==> src/rtl/fir_in_frontend_if.sv <==
// Pin-side and core-side signal bundle for the FIR input front end.
// The slave side is the front end itself. The master side is whatever drives
// the pads and consumes the strobes.
interface fir_in_frontend_if #(
  parameter int DATA_W = 8,
  parameter int ADDR_W = 2
);
  logic [DATA_W-1:0] x_in;
  logic              valid_pin;
  logic              set_coeffs_pin;
  logic [DATA_W-1:0] sample_data;
  logic              sample_valid;
  logic [DATA_W-1:0] coeff_data;
  logic [ADDR_W-1:0] coeff_addr;
  logic              coeff_we;
  logic              loading;
  logic              load_done;

  modport master (
    output x_in, valid_pin, set_coeffs_pin,
    input  sample_data, sample_valid, coeff_data, coeff_addr,
           coeff_we, loading, load_done
  );

  modport slave (
    input  x_in, valid_pin, set_coeffs_pin,
    output sample_data, sample_valid, coeff_data, coeff_addr,
           coeff_we, loading, load_done
  );
endinterface

==> src/rtl/fir_in_frontend.sv <==
// FIR input front end. It synchronizes the raw valid / set_coeffs pins and
// turns their edges into one-cycle strobes. Each strobed byte is steered
// either to the sample port (RUN) or to the coefficient store (LOAD).
// Every output is registered, so no pin reaches an output combinationally.
module fir_in_frontend #(
  parameter int DATA_W = 8,
  parameter int N_TAPS = 4,
  parameter int ADDR_W = 2
) (
  input logic               clk,
  input logic               reset,
  fir_in_frontend_if.slave  bus
);

  localparam logic [ADDR_W-1:0] LAST_IDX = ADDR_W'(N_TAPS - 1);

  typedef enum logic {RUN = 1'b0, LOAD = 1'b1} state_t;

  state_t            state;
  logic [ADDR_W-1:0] idx;

  // s1/s2 form the synchronizer and s3 is history for edge detection.
  logic [2:0] v_sync;
  logic [2:0] c_sync;

  logic v_rise, c_rise, c_fall;

  assign v_rise = v_sync[1] & ~v_sync[2];
  assign c_rise = c_sync[1] & ~c_sync[2];
  assign c_fall = ~c_sync[1] & c_sync[2];

  // Pin synchronizers plus history flop; they reset low, so a pin that is
  // already high at reset release shows up as a rising edge.
  always_ff @(posedge clk or posedge reset) begin
    if (reset) begin
      v_sync <= '0;
      c_sync <= '0;
    end else begin
      v_sync <= {v_sync[1:0], bus.valid_pin};
      c_sync <= {c_sync[1:0], bus.set_coeffs_pin};
    end
  end

  // RUN/LOAD controller with registered strobes and data outputs.
  // In RUN, a load request beats a simultaneous valid edge.
  // In LOAD, an abort beats a simultaneous valid edge.
  always_ff @(posedge clk or posedge reset) begin
    if (reset) begin
      state            <= RUN;
      idx              <= '0;
      bus.sample_data  <= '0;
      bus.sample_valid <= 1'b0;
      bus.coeff_data   <= '0;
      bus.coeff_addr   <= '0;
      bus.coeff_we     <= 1'b0;
      bus.loading      <= 1'b0;
      bus.load_done    <= 1'b0;
    end else begin
      bus.sample_valid <= 1'b0;
      bus.coeff_we     <= 1'b0;
      bus.load_done    <= 1'b0;
      case (state)
        RUN: begin
          if (c_rise) begin
            state       <= LOAD;
            idx         <= '0;
            bus.loading <= 1'b1;
          end else if (v_rise) begin
            bus.sample_data  <= bus.x_in;
            bus.sample_valid <= 1'b1;
          end
        end
        LOAD: begin
          if (c_fall) begin
            // Abort: coefficients already written stay in the store.
            state       <= RUN;
            idx         <= '0;
            bus.loading <= 1'b0;
          end else if (v_rise) begin
            bus.coeff_data <= bus.x_in;
            bus.coeff_addr <= idx;
            bus.coeff_we   <= 1'b1;
            if (idx == LAST_IDX) begin
              state         <= RUN;
              idx           <= '0;
              bus.loading   <= 1'b0;
              bus.load_done <= 1'b1;
            end else begin
              idx <= idx + 1'b1;
            end
          end
        end
        default: begin
          state       <= RUN;
          idx         <= '0;
          bus.loading <= 1'b0;
        end
      endcase
    end
  end

endmodule

==> src/flat_wrapper.sv <==
// flat-port wrapper written by rule: the top's interface ports become plain ports
module fir_in_frontend_flat 
#(
  parameter int DATA_W = 8,
  parameter int N_TAPS = 4,
  parameter int ADDR_W = 2
)
  (clk, reset, bus_x_in, bus_valid_pin, bus_set_coeffs_pin, bus_sample_data, bus_sample_valid, bus_coeff_data, bus_coeff_addr, bus_coeff_we, bus_loading, bus_load_done);
  fir_in_frontend_if #(.DATA_W(DATA_W), .ADDR_W(ADDR_W)) bus_i ();
  input logic clk;
  input logic reset;
  input wire logic [$bits(bus_i.x_in)-1:0] bus_x_in;
  input wire logic [$bits(bus_i.valid_pin)-1:0] bus_valid_pin;
  input wire logic [$bits(bus_i.set_coeffs_pin)-1:0] bus_set_coeffs_pin;
  output wire logic [$bits(bus_i.sample_data)-1:0] bus_sample_data;
  output wire logic [$bits(bus_i.sample_valid)-1:0] bus_sample_valid;
  output wire logic [$bits(bus_i.coeff_data)-1:0] bus_coeff_data;
  output wire logic [$bits(bus_i.coeff_addr)-1:0] bus_coeff_addr;
  output wire logic [$bits(bus_i.coeff_we)-1:0] bus_coeff_we;
  output wire logic [$bits(bus_i.loading)-1:0] bus_loading;
  output wire logic [$bits(bus_i.load_done)-1:0] bus_load_done;
  assign bus_i.x_in = bus_x_in;
  assign bus_i.valid_pin = bus_valid_pin;
  assign bus_i.set_coeffs_pin = bus_set_coeffs_pin;
  assign bus_sample_data = bus_i.sample_data;
  assign bus_sample_valid = bus_i.sample_valid;
  assign bus_coeff_data = bus_i.coeff_data;
  assign bus_coeff_addr = bus_i.coeff_addr;
  assign bus_coeff_we = bus_i.coeff_we;
  assign bus_loading = bus_i.loading;
  assign bus_load_done = bus_i.load_done;
  fir_in_frontend #(.DATA_W(DATA_W), .N_TAPS(N_TAPS), .ADDR_W(ADDR_W)) u_core (.clk(clk), .reset(reset), .bus(bus_i));
endmodule
==> config.mk <==
export PLATFORM = sky130hd
export DESIGN_NAME = fir_in_frontend_flat
export DESIGN_NICKNAME = d
export VERILOG_FILES = /design/src/rtl/fir_in_frontend_if.sv /design/src/rtl/fir_in_frontend.sv /design/src/flat_wrapper.sv
export SDC_FILE = /design/constraint.sdc
export NUM_CORES = 1
export LEC_CHECK = 0
export ABC_AREA = 1
export CORE_ASPECT_RATIO = 0.5
export CORE_MARGIN = 3
export CORE_UTILIZATION = 46
export CTS_CLUSTER_SIZE = 14
export DETAILED_ROUTE_END_ITERATION = 8
export PLACE_DENSITY_LB_ADDON = 0.15
export SYNTH_ARGS = -nofsm -noshare
export SYNTH_HDL_FRONTEND = slang
export SYNTH_SLANG_ARGS = --single-unit
==> constraint.sdc <==
create_clock -name clk -period 1.25 [get_ports clk]
set_input_delay 0.3125 -clock clk [delete_from_list [all_inputs] [get_ports clk]]
set_output_delay 0.3125 -clock clk [all_outputs]
set_load 0.005 [all_outputs]
; Word level (Yosys, flattened, before mapping)
; Index checks and enable logic that the tools add are counted.
[word_totals]
register_bits = 31
latchBits = 0
mem_bits_rw = 0
romBits = 0
input_bits = 12
output_inout_bits = 22
wordCells = 53
n_memories = 0
[classes]
addsub = 1
multipliers = 0
div = 0
order_cmp = 0
eq_ne = 4
shift = 0
mux = 24
bitwise = 9
n_reduce_logical = 4
[ops]
columns = op, count
row1 = $mux W1, 17
row2 = $reduce_and A3 Y1, 3
row3 = $mux W2, 4
row4 = $ne A3 B3 Y1 const B, 2
row5 = $not A1 Y1, 6
row6 = $pmux W1 S2, 2
row7 = $pmux W2 S2, 1
row8 = $and A1 B1 Y1, 3
row9 = $add A2 B1 Y2 const B, 1
row10 = $eq A2 B2 Y1 const B, 1
row11 = $ne A2 B1 Y1 const B, 1
row12 = $reduce_and A2 Y1, 1

; Longest topological paths before layout
; Gate-level depths: netlist (run 1).
[logic_depth]
depth_word = 5
depth_mapped = 8
ltp_nobuf = 7

; Worst setup path before layout (run 1)
; No wires, ideal clock.
[synth_path]
path_kind = register to register
startpoint = register u_core.c_sync[1]
endpoint = register u_core.bus.coeff_addr[1]
setup_time_ns = 0.116
arrival_time_ns = 0.944
required_ns = 1.134
setup_slack_ns = 0.190
path_stages_with_launch = 9
n_path_buf = 1
synth_period_minus_slack_ns = 1.060
path_cell_list = dfrtp_1 inv_2 nand2_4 nand2_4 nor2_8 inv_4 buf_12 nand2_1 nand2_1
[synth_via]
elab_chain_len = 4
[synth_rtl]
columns = element, line
row1 = from (decl), fir_in_frontend.sv:24  ; logic [2:0] c_sync;
row2 = from (signal assigned), fir_in_frontend.sv:40  ; c_sync <= {c_sync[1:0], bus.set_coeffs_pin};
row3 = $not A1 Y1, fir_in_frontend.sv:30  ; assign c_fall = ~c_sync[1] & c_sync[2];
row4 = $and A1 B1 Y1, fir_in_frontend.sv:30
row5 = $not A1 Y1 (no source line), -
row6 = $reduce_and A3 Y1 (no source line), -
row7 = to (signal assigned), fir_in_frontend.sv:81  ; bus.coeff_addr <= idx;
row8 = to (decl), fir_in_frontend_if.sv:27  ; output sample_data, sample_valid, coeff_data, coeff_addr,
; No other way between the ends.
; A chain may end at the register's enable or synchronous reset.

; Worst setup path after layout (run 1)
[layout_path]
startpoint = register u_core.bus.sample_valid
endpoint = output port bus_sample_valid
[layout_lines]
columns = element, line
row1 = from (decl), fir_in_frontend_if.sv:27
row2 = from (signal assigned), fir_in_frontend.sv:52  ; bus.sample_valid <= 1'b0;
row3 = from (signal assigned), fir_in_frontend.sv:59  ; bus.sample_valid <= 1'b0;
row4 = from (signal assigned), fir_in_frontend.sv:70  ; bus.sample_valid <= 1'b1;
row5 = to (decl), flat_wrapper.sv:16  ; output wire logic [$bits(bus_i.sample_valid)-1:0] bus_sample_valid;
; No word-level cell between the ends.

==> impl_metrics.csv, run 1 <==
group,metric,value,unit
clock_network,htreeDepth,2,
cells_and_area,fin_nets,175,
yosys,synth_warnings,0,
setup_path,cp_cell_sequence,"dlygate4sd2_1",
global_route,grt_overflow,0,
route,first_pass_iters,4,
setup_path,cpPeakStageDelay,0.36,ns
setup_path,critPathMaxFanout,1,
yosys,ys_top_cells_by_area,"dfrtp_1, nand2_1, o21ai_2",
route,post_drt_wl_per_cell,11.6,um
sta,tightest_slew,0.232,ns
floorplan,core-area,2390,um^2
clock_network,cts.clk_slew.worst_paths,0.06,ns
route,dr_wl_met3,123,um
cells_and_area,ff_latch_area,776,um^2
placed_design,post-dp-hpwl,1560,um
floorplan,start_util,52.3,%
worst_hold_path,whs_endpoint,"u_core.c_sync[1]",
floorplan,io_pins,34,
setup_path,r2r_slack,0.14,ns
run,drv_cap,0,
setup_path,startpoint,"u_core.bus.sample_valid",
yosys,ys_ff_latch,31,
route,drc_errors,0,
clock_network,cts_root_buf,"clkbuf_8",
global_route,grt_max_degree,23,
worst_hold_path,hold_class,"flip-flop to flip-flop",
sta,finalHoldViolCount,0,
route,ant_nets,0,
cells_and_area,synthToLayoutAreaGrowth,41.6,%
sta,rsz0062_at_grt,"false",
route,post_drt_via_cell_ratio,4.49,
global_route,antenna_found_initial,0,
sta,finalClockSkew,0.00574,ns
setup_path,reg2regPathDepth,7,
route,drt_wl_total,2290,um
cells_and_area,multi_input_area,367,um^2
yosys,avgSynthCellArea,10.9,um^2
pwr,power,3.03,mW
setup_path,arrival,0.89,ns
floorplan,dieArea,3410,um^2
clock_network,tritoncts,"built",
worst_hold_path,hold_start,"u_core.c_sync[0]",
setup_path,critPathLaunchType,"flip-flop",
placed_design,numPortBuffers,33,
setup_path,cp_slowest_cell,"dfrtp_1",
setup_path,path_buf_inv,1,
clock_network,numCtsBuffers,5,
outcome,status,"completed",
route,drt_iter0_markers,38,
sta,fin_crit_sh,96.4,%
cells_and_area,final_common_cell,"dfrtp_1",
setup_path,r2r-start,"u_core.c_sync[1]",
sta,max_freq,830,MHz
yosys,synthDistinctLibCells,17,
yosys,synthCells,114,
floorplan,die_y,42.8,um
cells_and_area,layout_common_cells,"dfrtp_1, nand2_1, clkdlybuf4s15_1",
yosys,yosys.area.top_type_share,62.2,%
clock_network,ctsLongestPathBuffers,2,
global_route,grt_pass1_vias,867,
worst_hold_path,hold_path_depth,0,
sta,finalSetupTns,0,ns
placed_design,finalWeightedCongestion,0.776,
route,wl_met1,1000,um
yosys,ys_seq_area_share,62.2,%
global_route,gr-usage-all-layers,16.1,%
sta,setup_viol_count_final,0,
clock_network,cts_num_sinks,31,
route,num_vias,884,
yosys,syn_area,1250,um^2
setup_path,r2r_end,"u_core.bus.coeff_data[0]",
setup_path,path_class,"flip-flop to primary output",
clock_network,worstSkewPairLatency,0.28,ns
cells_and_area,nFillCells,164,
setup_path,cp-end-kind,"primary output",
route,wl_met2,1140,um
sta,maxSlewHeadroom,84.5,%
setup_path,cpLargestDelayFamily,"flip-flops",
pwr,powerDensity,1720,nW/um^2
sta,drv_slew,0,
yosys,yosys.area.top_type,"dfrtp_1",
pwr,peakVddDrop,1.04,mV
cells_and_area,drive_gt1_share,19.8,%
cells_and_area,diodes,0,
global_route,grt_pass1_wl,3960,um
pwr,leakagePower,0.926,nW
floorplan,core.rowCount,12,
route,top_layer,"met4",
yosys,syn_nets,128,
floorplan,die_x,79.6,um
sta,layout_min_cycle_time,1.20,ns
setup_path,critical_path_required,0.94,ns
==> Yosys cell counts (all sizes together) <==
| cell type | instances |
|---|---|
| dfrtp | 31 |
| buf | 2 |
| o21ai | 18 |
| ha | 2 |
| nor2 | 2 |
| nor3 | 1 |
| inv | 19 |
| nand3 | 6 |
| nand2 | 33 |
==> flip-flops by register name, indices dropped and copies added (netlist names) <==
| signal | flops |
|---|---|
| u_core.bus.load_done | 1 |
| u_core.c_sync | 3 |
| u_core.idx | 2 |
| u_core.bus.loading | 1 |
| u_core.bus.coeff_we | 1 |
| u_core.state | 1 |
| u_core.bus.coeff_data | 8 |
| u_core.bus.sample_data | 8 |
| u_core.v_sync | 3 |
| u_core.bus.coeff_addr | 2 |
| u_core.bus.sample_valid | 1 |
==> what timing repair did <==
item                       CTS  global route
gates resized for setup     26            15
setup buffers                2             5
setup endpoints to repair   22            15
pin swaps                    0             0
hold buffers                 0             0
==> routing by layer <==
metal / global-route usage (%) / up-vias
li1: - / 445
met1: 17.9 / 419
met2: 25.7 / 18
met3: 7.84 / 2
met4: 8.22 / 0
met5: 0 / -
==> layout make-up <==
| class | count | area share, % |
|---|---|---|
| multi-input cells | 62 | 20.8 |
| clock buffers | 8 | 5.67 |
| inverters | 19 | 4.18 |
| well taps | 35 | 2.48 |
| flip-flops and latches | 31 | 43.9 |
| repair buffers | 42 | 23.0 |
==> how the worst max path moves through the flow <==
stage | end | depth (start not counted)
2_1_floorplan | u_core.bus.coeff_addr[1] | 8
3_3_place_gp | bus_sample_data[4] | 1
3_5_place_dp | bus_sample_data[4] | 1
4_1_cts | bus_coeff_data[5] | 1
5_1_grt | bus_sample_valid | 1
6_report | bus_sample_valid | 1
==> per-stage QoR <==
stage | cell area, um^2 | hold WS (ns) | util [%] | setup slack (ns) | instances
5_1_grt | 1770 | 0.367 | 74.0 | 0.00506 | 197
4_1_cts | 1710 | 0.354 | 71.6 | 0.000185 | 192
2_1_floorplan | 1250 | 0.331 | - | 0.190 | 114
3_5_place_dp | 1620 | 0.340 | 67.8 | 0.0928 | 182
3_3_place_gp | 1620 | 0.334 | 67.8 | 0.0880 | 182
6_report | 1770 | 0.351 | 74.0 | 0.0451 | 197
==> report_power, final <==
part	internal, mW	switching (mW)	leakage [nW]
Clock	0.502	0.350	0.0515
Combinational	0.488	0.344	0.488
Sequential	1.22	0.126	0.386
Total	2.21	0.820	0.926
==> kinds of logic after synthesis <==
logic type | synth area share [%]
buf+inv | 8.43
compound gates | 9.93
fa+ha+maj | 2.01
flops | 62.2
simple gates | 17.5
Power figures use the tool's default switching activity.
==> run 2, diff against run 1 <==
- RECOVER_POWER: unset -> 25
==> impl_metrics.csv, run 2 (same netlist as run 1, synthesis figures left out) <==
group,metric,value,unit
outcome,status,"completed",
sta,finalSetupTns,0,ns
setup_path,critical_path_required,0.94,ns
sta,finalClockSkew,0.00575,ns
sta,layout_min_cycle_time,1.21,ns
setup_path,critPathLaunchType,"flip-flop",
pwr,powerDensity,1730,nW/um^2
setup_path,critPathMaxFanout,1,
sta,max_freq,830,MHz
route,first_pass_iters,4,
route,drt_wl_total,2290,um
route,drc_errors,0,
clock_network,cts.clk_slew.worst_paths,0.06,ns
setup_path,arrival,0.89,ns
setup_path,cp_cell_sequence,"dlygate4sd2_1",
clock_network,cts_hold_buffers,0,
setup_path,cpLargestDelayFamily,"flip-flops",
setup_path,startpoint,"u_core.bus.sample_valid",
sta,tightest_slew,0.539,ns
global_route,grt_pass1_wl,3960,um
clock_network,tritoncts,"built",
floorplan,core-area,2390,um^2
setup_path,crit_end,"bus_sample_valid",
cells_and_area,diodes,0,
route,post_drt_via_cell_ratio,4.48,
pwr,leakagePower,0.921,nW
cells_and_area,fin_nets,175,
pwr,power,3.02,mW
sta,setup_viol_count_final,0,
placed_design,finalWeightedCongestion,0.776,
sta,finalHoldViolCount,0,
cells_and_area,ff_latch_area,776,um^2
run,drv_cap,0,
setup_path,worst-path-stages,1,
global_route,gr-usage-all-layers,16.1,%
global_route,grt_pass1_vias,867,
clock_network,worstSkewPairLatency,0.28,ns
setup_path,cpPeakStageDelay,0.36,ns
setup_path,cp_slowest_cell,"dfrtp_1",
cells_and_area,final_common_cell,"dfrtp_1",
cells_and_area,synthToLayoutAreaGrowth,40.4,%
sta,maxSlewHeadroom,64.0,%
sta,fin_crit_sh,96.4,%
cells_and_area,layout_common_cells,"dfrtp_1, nand2_1, clkdlybuf4s15_1",
route,num_vias,882,
floorplan,die_y,42.8,um
route,post_drt_wl_per_cell,11.6,um
setup_path,r2r_end,"u_core.bus.coeff_data[0]",
cells_and_area,nFillCells,166,
floorplan,dieArea,3410,um^2
clock_network,cts_num_sinks,31,
route,ant_nets,0,
setup_path,r2r-start,"u_core.c_sync[1]",
floorplan,die_x,79.6,um
clock_network,htreeDepth,2,
setup_path,path_class,"flip-flop to primary output",
worst_hold_path,hold_class,"flip-flop to flip-flop",
sta,rsz0062_at_grt,"false",
global_route,antenna_found_initial,0,
sta,drv_slew,0,
floorplan,io_pins,34,
placed_design,post-dp-hpwl,1560,um
cells_and_area,drive_gt1_share,19.8,%
route,drt_iter0_markers,38,
placed_design,numPortBuffers,33,
pwr,peakVddDrop,1.03,mV
setup_path,cp-end-kind,"primary output",
global_route,grt_overflow,0,
clock_network,ctsLongestPathBuffers,2,
cells_and_area,biggestRegsByFlops,"u_core.bus.coeff_data: 8 flops, u_core.bus.sample_data: 8 flops",
clock_network,cts_root_buf,"clkbuf_8",
setup_path,r2r_slack,0.14,ns
clock_network,numCtsBuffers,5,
floorplan,start_util,52.3,%
setup_path,reg2regPathDepth,7,
setup_path,path_buf_inv,1,
floorplan,core.rowCount,12,
global_route,grt_max_degree,23,
cells_and_area,multi_input_area,367,um^2
## run 2: cell types whose count changed in the layout (fill, tap and decap cells not counted)
cell	previous run	this run
buf_12	1	0
dlygate4sd3_1	0	3
clkbuf_2	0	1
clkdlybuf4s50_1	11	8
## run 2: worst min path at each step
stage	start	end	slack, ns	cells after the start
6_report	u_core.c_sync[0]	u_core.c_sync[1]	0.35	0
5_1_grt	u_core.v_sync[0]	u_core.v_sync[1]	0.37	0
4_1_cts	u_core.v_sync[0]	u_core.v_sync[1]	0.35	0
3_5_place_dp	u_core.v_sync[0]	u_core.v_sync[1]	0.34	0
3_3_place_gp	u_core.v_sync[0]	u_core.v_sync[1]	0.33	0
2_1_floorplan	u_core.c_sync[0]	u_core.c_sync[1]	0.33	0
## run 2: repair_timing
| item | in CTS | in global routing |
|---|---|---|
| gates resized for setup | 26 | 15 |
| setup buffers | 2 | 5 |
| setup endpoints to repair | 22 | 15 |
## run 2: layout make-up
| cell class | instances | area share [%] |
|---|---|---|
| Tap cell | 35 | 2.50 |
| Timing Repair Buffer | 42 | 22.4 |
| Inverter | 19 | 4.21 |
| Sequential cell | 31 | 44.3 |
| Multi-Input combinational cell | 62 | 20.9 |
| Clock buffer | 8 | 5.71 |
## run 2: metrics by stage
step / cells / cell area, um^2 / setup WS [ns] / utilization (%) / hold WS, ns
2_1_floorplan: 114 / 1250 / 0.190 / - / 0.331
3_3_place_gp: 182 / 1620 / 0.0880 / 67.8 / 0.334
3_5_place_dp: 182 / 1620 / 0.0928 / 67.8 / 0.340
4_1_cts: 192 / 1710 / 0.000185 / 71.6 / 0.354
5_1_grt: 197 / 1750 / 0.00506 / 73.4 / 0.367
6_report: 197 / 1750 / 0.0450 / 73.4 / 0.351
## run 2: metal layers
layer | GRT usage [%] | wire (um)
met2 | 25.7 | 1140
met5 | 0 | 0
met4 | 8.22 | 22
met3 | 7.84 | 123
met1 | 17.9 | 1000
## run 2: where the power goes
part	switching (mW)	internal (mW)
logic	0.343	0.480
clock network	0.350	0.502
registers	0.126	1.22
total	0.819	2.21
==> run 3, diff against run 2 <==
- ABC_CLOCK_PERIOD_IN_PS: unset -> 1250
- SETUP_SLACK_MARGIN: unset -> 0.05
==> impl_metrics.csv, run 3 (same netlist as run 1, synthesis figures left out) <==
group,metric,value,unit
clock_network,cts_num_sinks,31,
sta,finalClockSkew,0.00468,ns
worst_hold_path,whs_endpoint,"u_core.c_sync[1]",
sta,fin_crit_sh,92.9,%
sta,layout_min_cycle_time,1.16,ns
setup_path,critPathMaxFanout,2,
sta,finalHoldViolCount,0,
sta,setup_viol_count_final,0,
cells_and_area,fin_area,1660,um^2
global_route,gr-usage-all-layers,16.1,%
clock_network,numCtsBuffers,5,
sta,drv_slew,0,
sta,max_freq,861,MHz
clock_network,cts.clk_slew.worst_paths,0.06,ns
setup_path,arrival,0.85,ns
pwr,peakVddDrop,0.955,mV
worst_hold_path,hold_start,"u_core.c_sync[0]",
global_route,grt_pass1_vias,876,
cells_and_area,nFillCells,178,
setup_path,r2r_end,"u_core.bus.sample_data[2]",
sta,tightest_slew,0.540,ns
cells_and_area,diodes,0,
setup_path,startpoint,"u_core.bus.loading",
global_route,grt_pass1_wl,3970,um
cells_and_area,fin_nets,174,
global_route,antenna_found_initial,0,
route,post_drt_via_cell_ratio,4.43,
floorplan,io_pins,34,
cells_and_area,layout_common_cells,"dfrtp_1, nand2_1, clkbuf_2",
route,num_vias,869,
floorplan,die_y,42.8,um
clock_network,worstSkewPairLatency,0.28,ns
sta,finalSetupTns,0,ns
route,ant_nets,0,
setup_path,cp-end-kind,"primary output",
floorplan,core.rowCount,12,
clock_network,htreeDepth,2,
pwr,powerDensity,1750,nW/um^2
sta,maxSlewHeadroom,64.0,%
cells_and_area,instances_no_fill,196,
setup_path,cp_slowest_cell,"dfrtp_1",
global_route,grt_overflow,0,
setup_path,cpPeakStageDelay,0.37,ns
floorplan,die_x,79.6,um
cells_and_area,drive_gt1_share,30.4,%
cells_and_area,biggestRegsByFlops,"u_core.bus.coeff_data: 8 flops, u_core.bus.sample_data: 8 flops",
route,post_drt_wl_per_cell,11.4,um
cells_and_area,final_common_cell,"dfrtp_1",
setup_path,cpLargestDelayFamily,"flip-flops",
placed_design,numPortBuffers,33,
outcome,status,"completed",
setup_path,path_class,"flip-flop to primary output",
floorplan,core-area,2390,um^2
route,first_pass_iters,2,
setup_path,critPathLaunchType,"flip-flop",
global_route,grt_max_degree,23,
route,drt_wl_total,2240,um
placed_design,post-dp-hpwl,1560,um
route,drt_iter0_markers,28,
setup_path,path_buf_inv,1,
placed_design,place_area,1620,um^2
pwr,leakagePower,0.903,nW
placed_design,dp.cells,182,
worst_hold_path,hold_path_depth,0,
setup_path,cp_cell_sequence,"clkdlybuf4s15_1",
setup_path,r2r_slack,0.14,ns
clock_network,tritoncts,"built",
route,drc_errors,0,
run,drv_cap,0,
floorplan,start_util,52.3,%
clock_network,cts_root_buf,"clkbuf_8",
sta,rsz0062_at_grt,"true",
setup_path,reg2regPathDepth,6,
setup_path,r2r-start,"u_core.v_sync[2]",
floorplan,dieArea,3410,um^2
placed_design,finalWeightedCongestion,0.776,
setup_path,critical_path_required,0.94,ns
cells_and_area,synthToLayoutAreaGrowth,33.1,%
clock_network,ctsLongestPathBuffers,2,
worst_hold_path,hold_class,"flip-flop to flip-flop",
[run 3: worst max-delay path by stage]
stage | to | slack (ns) | cells past startpoint
CTS | bus_sample_data[4] | 0.04 | 1
finish | bus_loading | 0.09 | 1
global route | u_core.bus.sample_data[0] | 0.04 | 6
floorplan | u_core.bus.coeff_addr[1] | 0.19 | 8
detailed placement | bus_sample_data[4] | 0.09 | 1
global placement | bus_sample_data[4] | 0.09 | 1
[run 3: routing by layer]
| layer | global-route usage [%] | wire length [um] | up-vias |
|---|---|---|---|
| li1 | - | - | 444 |
| met1 | 17.9 | 982 | 406 |
| met2 | 25.9 | 1100 | 17 |
| met3 | 7.84 | 129 | 2 |
| met4 | 8.22 | 22 | 0 |
| met5 | 0 | 0 | - |
[run 3: timing repair]
action / 4_1_cts / 5_1_grt
resized for setup: 46 / 18
endpoints found under the setup margin: 22 / 22
cloned: 0 / 0
hold buffers: 0 / 0
buffers inserted: 4 / 2
[run 3: cell type report]
type | count | area, um^2 | share of cell area [%]
clock buffer | 8 | 100 | 6.03
tap | 35 | 43.8 | 2.64
multi-input combinational | 62 | 367 | 22.1
timing repair buffer | 41 | 298 | 17.9
inverter | 19 | 76.3 | 4.60
sequential | 31 | 776 | 46.7
[run 3: through the flow]
step / util (%) / hold WS [ns] / power [mW] / worst slack, ns
2_1_floorplan: - / 0.331 / 1.70 / 0.190
3_3_place_gp: 67.8 / 0.334 / 2.17 / 0.0880
3_5_place_dp: 67.8 / 0.340 / 2.20 / 0.0928
4_1_cts: 73.0 / 0.354 / 3.03 / 0.0432
5_1_grt: 69.5 / 0.367 / 3.12 / 0.0412
6_report: 69.5 / 0.350 / 2.91 / 0.0887
[run 3: power breakdown]
group	total (mW)	switching [mW]	internal, mW
clock	0.852	0.350	0.502
sequential	1.34	0.121	1.22
combinational	0.714	0.337	0.377
total	2.91	0.809	2.10
